## src/rtl/fifo_reader.sv

```systemverilog
// fifo_reader: pulls words from a 1-cycle-latency sync FIFO into a 2-entry buffer
// and presents them as a valid/ready stream. Define FIFO_READER_COUNT_EN to build the rd_count counter.
module fifo_reader #(
  parameter int DATA_W = 8,
  parameter int CNT_W  = 16
) (
  input  logic              clk,
  input  logic              reset,
  input  logic              enable,
  input  logic              fifo_empty,
  input  logic [DATA_W-1:0] fifo_data,
  output logic              fifo_r_en,
  output logic              m_valid,
  output logic [DATA_W-1:0] m_data,
  input  logic              m_ready,
  output logic              busy,
  output logic [CNT_W-1:0]  rd_count
);

  typedef enum logic [1:0] {IDLE, RUN, DRAIN} state_t;

  state_t            state, state_nxt;
  logic [DATA_W-1:0] slot0, slot1;
  logic [1:0]        cnt;
  logic              inflight;
  logic              pop;
  logic [1:0]        used;

  assign m_valid = (cnt != 2'd0);
  assign m_data  = m_valid ? slot0 : '0;
  assign pop     = m_valid & m_ready;

  // A word leaving on this edge frees its slot, so reads can stream at one per cycle.
  assign used = cnt + {1'b0, inflight} - {1'b0, pop};

  always_ff @(posedge clk or negedge reset) begin
    if (!reset) state <= IDLE;
    else        state <= state_nxt;
  end

  always_comb begin
    state_nxt = state;
    fifo_r_en = 1'b0;
    busy      = (state != IDLE);
    case (state)
      IDLE:  if (enable) state_nxt = RUN;
      RUN: begin
        if (!enable) state_nxt = DRAIN;
        fifo_r_en = enable && !fifo_empty && (used < 2'd2);
      end
      DRAIN: begin
        if (enable)                           state_nxt = RUN;
        else if (!inflight && cnt == 2'd0)    state_nxt = IDLE;
      end
      default: state_nxt = IDLE;
    endcase
  end

  // slot0 is always the oldest word; a capture lands behind whatever survives the pop.
  always_ff @(posedge clk or negedge reset) begin
    if (!reset) begin
      slot0    <= '0;
      slot1    <= '0;
      cnt      <= 2'd0;
      inflight <= 1'b0;
    end else begin
      inflight <= fifo_r_en;
      case ({inflight, pop})
        2'b10: begin
          if (cnt == 2'd0) slot0 <= fifo_data;
          else             slot1 <= fifo_data;
          cnt <= cnt + 2'd1;
        end
        2'b01: begin
          slot0 <= slot1;
          cnt   <= cnt - 2'd1;
        end
        2'b11: begin
          if (cnt == 2'd1) slot0 <= fifo_data;
          else begin
            slot0 <= slot1;
            slot1 <= fifo_data;
          end
        end
        default: ;
      endcase
    end
  end

`ifdef FIFO_READER_COUNT_EN
  logic [CNT_W-1:0] count_q;

  always_ff @(posedge clk or negedge reset) begin
    if (!reset)   count_q <= '0;
    else if (pop) count_q <= count_q + CNT_W'(1);
  end

  assign rd_count = count_q;
`else
  assign rd_count = '0;
`endif

endmodule

```

## config.mk

```make
export PLATFORM = sky130hd
export DESIGN_NAME = fifo_reader
export DESIGN_NICKNAME = d
export VERILOG_FILES = /design/src/rtl/fifo_reader.sv
export SDC_FILE = /design/constraint.sdc
export NUM_CORES = 1
export LEC_CHECK = 0
export ABC_AREA = 1
export CORE_MARGIN = 4
export CORE_UTILIZATION = 40
export DETAILED_ROUTE_END_ITERATION = 8
export PLACE_DENSITY = 0.72
export SLEW_MARGIN = 20
export SYNTH_ARGS = -nofsm -noshare
export SYNTH_HDL_FRONTEND = slang
export SYNTH_SLANG_ARGS = --single-unit
```

## constraint.sdc

```tcl
create_clock -name clk -period 2.1 [get_ports clk]
set_input_delay 0.42 -clock clk [delete_from_list [all_inputs] [get_ports clk]]
set_output_delay 0.42 -clock clk [all_outputs]
set_load 0.05 [all_outputs]
```

==> key figures, run 1 <==
Run status
  – Status: finished with violations
  – Failing checks: negative setup slack

Power and ir drop
  – P per Cell Area: 1450 mW/mm^2
  – Sw frac: 0.465
  – Psw: 1.24 mW
  – Worst IR Drop VDD: 0.585 mV
  – Power Internal: 1.43 mW
  – LEAKAGE: 0.971 nW
  – Flop pwr share: 0.252
  – Combinational share of power: 0.671
  – Clock network power share: 0.077
  – Pwr Total: 2.67 mW

Detailed routing
  – DR pass1 iterations: 4
  – # DRC: 0
  – Post-route ant nets: 0
  – WL/cell: 10.2 um
  – Final WL: 2.60 mm
  – Via density: 4.32
  – Vias: 1,105
  – Initial DRC Count: 50

Clocking
  – Clk Latency, worst-skew pair: 0.32 ns
  – Clock sinks: 21
  – Cts bufs inserted: 3
  – Root Driver: clkbuf_4
  – Bufs on Longest Clock Path: 2
  – CTS Hold Bufs: 0
  – H-tree Lvls: 1
  – Clk pin slew, worst setup/hold paths: 0.13 ns
  – CTS tree: done

Setup path
  – WS Path Type: reg -> out
  – Worst-case reg-to-reg path depth: 10
  – CP arrival: 1.90 ns
  – CP Launch Type: flip-flop
  – CP max FO: 3
  – Worst endpoint required time: 1.68 ns
  – Worst setup EP type: output pin

Logic synthesis
  – Synthesized-area fraction occupied by adder cells: 0.0557
  – Ys Warns: 0
  – Top-count cell post-synth: nand2_1
  – Synth area leader: dfrtp_1
  – Yosys reg bits: 21
  – Yosys top cell area share: 0.390
  – Synth area leaders: dfrtp_1 39%, nand2_1 17%, buf_4 8.9%, inv_1 7.5%, ha_1 5.6%
  – Post-Synth XOR/XNOR Area: 0.00650
  – Syn Area/Cell: 7.61 sq um
  – Mapped Area: 0.00135 sq mm
  – Synth top cells by count: 60 x nand2_1, 27 x inv_1, 21 x dfrtp_1, 16 x buf_4, 12 x nor2_1
  – Post-synth cell types: 20
  – Complex-gate fraction of the synthesized area: 0.0752
  – Mapped Cells: 177
  – Number of synthesized flops with an enable pin: 0
  – Post-synthesis simple-gate area fraction: 0.279
  – Largest family of logic cells by synthesized area: simple AND/OR/NAND/NOR gates
  – Post-synthesis mux area share: 0
  – FFs w/ async S/R, synth: 1.00
  – Sequential fraction of the synthesis area: 0.390
  – Main synth FF type: dfrtp_1

Global routing
  – First-pass GRT wire length: 4.36 mm
  – Largest net degree at the start of global routing: 22
  – Vias in the first global route: 1,057
  – Grt ovf: 0
  – Total GRT Usage: 0.129
  – Initial antenna violation count: 0

Die
  – Initial cell density of the core: 0.431
  – Die Y-Extent: 66.0 um
  – Die Area: 0.00436 sq mm
  – Core area: 0.00313 sq mm
  – Die extent in x: 66.0 um
  – Row count: 20
  – Ports: 40

Placed design
  – GPL Wtd Cong: 0.776
  – Input/output buffers: 23
  – Dpl hpwl: 2.01 mm
  – Post-placement cell area: 0.00177 sq mm
  – Placed insts: 249

Timing
  – Fmax: 432 MHz
  – Period minus WS final: 2.32 ns
  – Setup_tns: -0.216 ns
  – Setup Skew: 0.0113 ns
  – Fin crit share: 1.10
  – Hold Fails Final Rpt: 0
  – Setup violators final: 1
  – RSZ-0062 raised after global routing: true
  – Final setup margin: -0.216 ns
  – Fin. max-slew vios: 0

Final layout
  – Diode count: 0
  – Fin area: 0.00184 sq mm
  – Non-Filler Instances: 256
  – Post-layout util: 0.590
  – Filler Cells Inserted: 286
  – Synthesis-to-layout area growth: 36.9%
  – NumNets Final: 232
  – Share of layout cells above drive strength 1: 0.259

Min path
  – HP Class: in -> async

Job
  – Max-Cap Viols: 0
-- layer usage --
| metal | track usage | part of all wire | vias up |
|---|---|---|---|
| met5 | 0 | 0 | - |
| met4 | 0.0609 | 0.018 | 0 |
| met3 | 0.0204 | 0.055 | 4 |
| met2 | 0.222 | 0.48 | 33 |
| met1 | 0.158 | 0.45 | 504 |
| li1 | - | - | 564 |
-- worst max-delay path, cell delays in order (launching register included) --
cell and delay [ns]:
dfrtp_1 0.41, inv_2 0.09, ha_4 0.19, inv_12 0.04, nand2_8 0.07, inv_6 0.04, ha_4 0.15, or2_4 0.23
nand2_1 0.07, nand2_2 0.05, nand2_2 0.07, nor2_4 0.04, buf_12 0.14
-- per-stage QoR --
step / setup slack, ns / hold slack (ns)
6_report: -0.216 / 0.437
5_1_grt: -0.319 / 0.452
4_1_cts: -0.225 / 0.441
3_5_place_dp: -0.186 / 0.467
3_3_place_gp: -0.164 / 0.464
2_1_floorplan: -0.0753 / 0.124
-- kinds of logic after synthesis --
logic type / count (synthesis)
compound gates: 12
xor+xnor: 1
fa+ha+maj: 6
buf+inv: 47
flops: 21
other cells: 1
simple gates: 89
-- final cells by class --
cell class / instances / area (sq um) / area share
Tap cell: 44 / 55.1 / 0.0299
Clock buffer: 3 / 22.5 / 0.0122
Timing Repair Buffer: 34 / 412 / 0.223
Sequential cell: 21 / 526 / 0.285
Multi-Input combinational cell: 124 / 696 / 0.377
Inverter: 29 / 129 / 0.0699
Clock inverter: 1 / 5.00 / 0.00271
-- power groups by stage --
stage          Clock, mW  Combinational, mW  Sequential (mW)
2_1_floorplan          0               1.12            0.665
3_3_place_gp           0               1.69            0.667
3_5_place_dp           0               1.71            0.679
4_1_cts            0.210               1.78            0.673
5_1_grt            0.229               1.93            0.698
6_report           0.204               1.79            0.673
-- cell usage in the layout, fill, tap and decap left out, types with 2 or more instances in the layout --
| cell | instances |
|---|---|
| nand2_1 | 57 |
| inv_1 | 22 |
| dfrtp_1 | 21 |
| conb_1 | 16 |
| clkdlybuf4s50_1 | 12 |
| nor2_1 | 11 |
| buf_4 | 11 |
| buf_12 | 10 |
| nand3_1 | 9 |
| o21ai_2 | 8 |
| inv_2 | 4 |
| nand2_2 | 4 |
| ha_4 | 3 |
| ha_1 | 3 |
| clkbuf_4 | 3 |
| or2_4 | 2 |
| a21oi_1 | 2 |
-- final timing paths --
| kind | from | to | slack [ns] |
|---|---|---|---|
| max in group asynchronous | reset | slot0[2]$_DFFE_PN0P_ | 1.44 |
| setup reg to reg | cnt[1]$_DFFE_PN0N_ | slot1[5]$_DFFE_PN0P_ | 0.35 |
| hold / removal | reset | slot1[1]$_DFFE_PN0P_ | 0.44 |
| hold reg to reg | slot0[3]$_DFFE_PN0P_ | slot0[3]$_DFFE_PN0P_ | 0.49 |
| setup / recovery | cnt[1]$_DFFE_PN0N_ | fifo_r_en | -0.22 |
| min in group clk | slot0[3]$_DFFE_PN0P_ | slot0[3]$_DFFE_PN0P_ | 0.49 |
-- sequential cells by signal (all words and copies together) (netlist names) --
register / cells
slot1: 8
state: 2
cnt: 2
inflight: 1
slot0: 8
-- timing repair --
action	in CTS	in global routing
setup buffers	2	1
gates resized for setup	6	0
gates cloned	0	0
endpoints found under the setup margin	2	1
pin swaps	3	0
Note: power is estimated with default switching activity, not from simulation.
==> inputs of run 2 (changes only) <==
- SLEW_MARGIN: 20 -> unset
==> results of run 2 <==
The final DEF is identical to that of run 1; final timing and power are the same.
==> inputs of run 3 (changes only) <==
- SLEW_MARGIN: unset -> 20
==> results of run 3 <==
The final DEF is identical to that of run 1; final timing and power are the same.
